[config.mk]
export PLATFORM = sky130hd
export DESIGN_NAME = hazard_ctrl
export DESIGN_NICKNAME = d
export VERILOG_FILES = /design/src/rtl/hazard_ctrl.sv
export SDC_FILE = /design/constraint.sdc
export NUM_CORES = 1
export LEC_CHECK = 0
export ABC_CLOCK_PERIOD_IN_PS = 1800
export CAP_MARGIN = 20
export CELL_PAD_IN_SITES_DETAIL_PLACEMENT = 0
export CELL_PAD_IN_SITES_GLOBAL_PLACEMENT = 1
export CORE_AREA = 2 2 66 68
export CTS_BUF_LIST = sky130_fd_sc_hd__clkbuf_4
export DETAILED_ROUTE_END_ITERATION = 6
export DIE_AREA = 0 0 68 70
export PLACE_DENSITY_LB_ADDON = 0.3
export SKIP_CTS_REPAIR_TIMING = 1
export SLEW_MARGIN = 20
export SYNTH_ARGS = -nofsm -noshare
export SYNTH_HDL_FRONTEND = slang
export SYNTH_SLANG_ARGS = --single-unit
[constraint.sdc]
create_clock -name clk -period 1.8 [get_ports clk]
set_clock_uncertainty 0.05 [all_clocks]
set_input_delay 0.36 -clock clk [delete_from_list [all_inputs] [get_ports clk]]
set_output_delay 0.36 -clock clk [all_outputs]
set_load 0.01 [all_outputs]
[src/rtl/hazard_ctrl.sv]
// Hazard unit for the decode stage: load-use, EX redirect and MDU-busy detection
// driving the ID/EX bubble code, PC / IF-ID stall and flush, plus a stall-cycle counter.
module hazard_ctrl #(
    parameter int MULT_CYCLES = 4,
    parameter int PERF_W      = 16
) (
    input  logic              clk,
    input  logic              rst_n,
    input  logic [4:0]        id_rs,
    input  logic [4:0]        id_rt,
    input  logic              id_uses_rt,
    input  logic              id_mdu_op,
    input  logic              ex_MemRead,
    input  logic [4:0]        ex_rt,
    input  logic              ex_mult,
    input  logic              ex_redirect,
    output logic [1:0]        bubble,
    output logic              pc_stall,
    output logic              ifid_stall,
    output logic              ifid_flush,
    output logic              mdu_busy,
    output logic [PERF_W-1:0] perf_stalls
);

    localparam int CNT_W = (MULT_CYCLES > 2) ? $clog2(MULT_CYCLES) : 1;
    localparam logic [CNT_W-1:0] CNT_LOAD = CNT_W'(MULT_CYCLES - 1);

    typedef enum logic {IDLE, MDU_WAIT} state_t;

    state_t           state_q, state_d;
    logic [CNT_W-1:0] cnt_q, cnt_d;
    logic             load_use;
    logic             mdu_hold;

    assign mdu_busy = (state_q == MDU_WAIT);
    assign mdu_hold = mdu_busy & id_mdu_op;
    // r0 is hard-wired zero, so a load targeting it never creates a dependency
    assign load_use = ex_MemRead & (ex_rt != 5'd0) &
                      ((ex_rt == id_rs) | (id_uses_rt & (ex_rt == id_rt)));

    always_ff @(posedge clk) begin
        if (!rst_n) begin
            state_q <= IDLE;
            cnt_q   <= '0;
        end else begin
            state_q <= state_d;
            cnt_q   <= cnt_d;
        end
    end

    // A new mult always restarts the count, including the cycle the old one finishes
    always_comb begin
        state_d = state_q;
        cnt_d   = cnt_q;
        case (state_q)
            IDLE: begin
                if (ex_mult) begin
                    state_d = MDU_WAIT;
                    cnt_d   = CNT_LOAD;
                end
            end
            MDU_WAIT: begin
                if (ex_mult) begin
                    cnt_d = CNT_LOAD;
                end else if (cnt_q <= CNT_W'(1)) begin
                    state_d = IDLE;
                    cnt_d   = '0;
                end else begin
                    cnt_d = cnt_q - CNT_W'(1);
                end
            end
            default: begin
                state_d = IDLE;
                cnt_d   = '0;
            end
        endcase
    end

    always_comb begin
        bubble     = 2'b00;
        pc_stall   = 1'b0;
        ifid_stall = 1'b0;
        ifid_flush = 1'b0;
        if (rst_n) begin
            if (ex_redirect) begin
                bubble     = 2'b10;
                ifid_flush = 1'b1;
            end else if (mdu_hold) begin
                bubble     = 2'b11;
                pc_stall   = 1'b1;
                ifid_stall = 1'b1;
            end else if (load_use) begin
                bubble     = 2'b01;
                pc_stall   = 1'b1;
                ifid_stall = 1'b1;
            end
        end
    end

    always_ff @(posedge clk) begin
        if (!rst_n) begin
            perf_stalls <= '0;
        end else if ((bubble != 2'b00) && (perf_stalls != {PERF_W{1'b1}})) begin
            perf_stalls <= perf_stalls + PERF_W'(1);
        end
    end

endmodule
==> results.md <==
* Outcome: finished with violations
* Violated checks: negative setup slack
* H-Tree Depth at 1
* Chip Width at 68 um
* Initial antenna violation count at 0
* Syn Area/Cell at 8.62 sq um
* First-pass GRT wire length at 5240 um
* EDFF count, synth at 0
* Post-synth top area cell: dfxtp_1
* Grt ovf at 0
* Initial drt markers at 50
* Period utilisation layout at 112%
* GRT Total Usage at 13.9%
* Crit path required time at 1390 ps
* Max FO, Critical Path at 3
* DP Cell Count at 250
* Unrepaired setup endpoints after global routing: true
* Setup-failing EPs final at 15
* Dpl ws at -959 ps
* Final wirelength at 3690 um
* Via density per instance at 4.97
* Maximum clock path buffer count at 2
* Slowest-stage cell, CP: or4_4
* Share of the synthesized area in the top cell type at 33.4%
* Arrival time worst endpoint at 1600 ps
* Main area contributors after synthesis: dfxtp_1, xnor2_1, a21oi_1
* Vias at 1302
* Num CTS Buffers at 3
* Critical-path cell list: buf_8 -> or4_4 -> o21a_1 -> a22oi_2 -> nor3_2 -> buf_2
* Post-synth ARST share at 0%
* Nets at 234
* Die height at 70 um
* Root buffer cell: clkbuf_4
* YS warnings at 0
* Tmin final at 2010 ps
* CORE AREA at 4140 sq um
* WP buf/inv at 2
* Ratio of cells with drive above 1 in the final layout at 49.5%
* R2r startpoint: perf_stalls[1]$_SDFFE_PN0P_
* Commonest cells post-synth: dfxtp_1, a21oi_1, xnor2_1
* Die ar. at 4760 sq um
* CP max stage delay at 520 ps
* Antenna viol nets, final at 0
* WL/cell at 14.1 um
* PwrDens at 446 nW/um^2
* Clk pin slew, worst setup/hold paths at 100 ps
* Netlist cell types at 34
* Max-cap viol count at 0
* Mapped Cells at 132
* Antenna diodes at 0
* Max Slew Vio Count at 0
* Least-Margin Pin Slew at 330 ps
* Finished Layout Cells at 262
* Most frequent cell after synthesis: dfxtp_1
* FF-to-FF End: perf_stalls[13]$_SDFFE_PN0P_
* Initial Util at 27.4%
* LEAKAGE at 0.903 nW
* Hold Crit Depth at 2
* IO Count at 44
* Pre-Repair DR Iteration Count at 4
* Mapped cell area at 1140 sq um
* Clock sinks at 19
* Setup Crit Path Kind: primary input to output port
* Slew margin rel. at 77.8%
* Drt drc at 0
* Hold_sp: cnt_q[1]$_SDFFE_PN0P_
* FF-to-FF path depth at 5
* Vias in the first global route at 1164
* Startpoint Class: primary input
* PnR worst setup slack at -211 ps
* CP Capture Type: output port
* Placement Rows at 24
* GPL Wtd Cong at 0.822
* Worst hold endpoint: mdu_busy$_SDFF_PN0_
* IO Port Bufs at 43
* Max Clk Rate at 497 MHz
* TritonCTS clock tree: yes
* Area grow syn2layout at 89.2%
* Largest net degree at the start of global routing at 21
* Post-synthesis register bit count at 19
* CP delay by family, top: simple AND/OR/NAND/NOR gates
* Main flop type after synthesis: dfxtp_1
* Register area share after synthesis at 33.4%
* Worst skew pair latency at 300 ps
* Final hold violations at 0
* Detail Placement HPWL at 2450 um
* Worst VDD drop at 0.325 mV
* Hold Path Class: register to register
* Syn Nets at 155
* R2R setup slack at -20 ps
[power breakdown]
group	total (W)	switching (W)	internal, W	leakage (nW)
registers	0.000443	0.00000949	0.000433	0.157
clock network	0.000237	0.000136	0.000101	0.0184
logic	0.000281	0.000120	0.000161	0.728
total	0.000961	0.000265	0.000695	0.903
[worst min-delay path, cell delays in order, from the launching register on]
cell and delay (ps):
dfxtp_1 360, a21oi_1 70, nor2_1 70
[flip-flops by register name (all words and copies together) (netlist names)]
name	flops
mdu_busy	1
perf_stalls	16
cnt_q	2
[layout by cell type (no fill, tap or decap), types with 2 or more instances in the layout]
master           instances
buf_2                    2
a31oi_4                  2
o31ai_1                  5
a21oi_2                  7
nand3_2                  2
dlymetal6s2s_1           8
o21a_1                   8
nand4_1                  4
xnor2_1                  3
dfxtp_2                  7
xnor2_2                  8
o21ai_1                  3
dfxtp_1                 12
nand2_1                  6
or4_4                    7
buf_4                   29
clkbuf_16                2
a21oi_1                  7
nor2_1                   7
and2_1                   2
buf_6                   11
nand2_2                  2
nand2b_1                 2
clkbuf_2                 8
inv_1                    3
or3_1                    2
clkbuf_4                 4
and3_4                   2
nand3_1                  7
clkdlybuf4s50_1         18
nor3_1                   4
[kinds of logic (layout without fill, tap and decap cells)]
logic type	Yosys count	in the layout	share of synthesized area [%]
adder cells (fa/ha/maj)	1	1	1.10
multiplexers	1	1	0.880
buffers and inverters	10	87	5.94
XOR/XNOR	11	11	8.47
AO/OA/AOI/OAI	38	39	24.5
AND/OR/NAND/NOR	52	52	25.6
flip-flops	19	19	33.4
[routing by layer]
metal | track usage, % | up-vias | routed length, um
met5 | 0 | - | 0
li1 | - | 650 | -
met3 | 4.35 | 6 | 169
met2 | 21.3 | 35 | 1880
met1 | 18.8 | 611 | 1600
met4 | 3.56 | 0 | 44
[worst max path at each step]
stage | start | endpoint | slack (ps) | cells past startpoint
2_1_floorplan | ex_rt[1] | bubble[0] | -90 | 5
3_3_place_gp | ex_rt[1] | ifid_stall | -880 | 6
3_5_place_dp | ex_rt[4] | ifid_stall | -960 | 7
4_1_cts | ex_rt[4] | ifid_stall | -960 | 7
5_1_grt | ex_rt[3] | pc_stall | -240 | 6
6_report | ex_rt[3] | ifid_stall | -210 | 6
[metrics by stage]
step / cell area, sq um / TNS, ps / hold slack [ps] / total power (W) / utilization, %
finish: 2150 / -1310 / 483 / 0.000961 / 51.9
global route: 2150 / -1750 / 528 / 0.00102 / 51.9
CTS: 1880 / -9500 / 490 / 0.000912 / 45.4
detailed placement: 1850 / -14690 / 465 / 0.000677 / 44.6
global placement: 1850 / -13450 / 442 / 0.000672 / 44.6
floorplan: 1170 / -472 / 424 / 0.000555 / -
[final cells by class]
class	count	area, sq um
multi-input combinational	104	900
fill	382	1990
timing repair buffer	80	757
clock buffer	4	30.0
inverter	3	11.3
sequential	19	389
tap	52	65.1
Note: power is estimated with default switching activity, not from simulation.
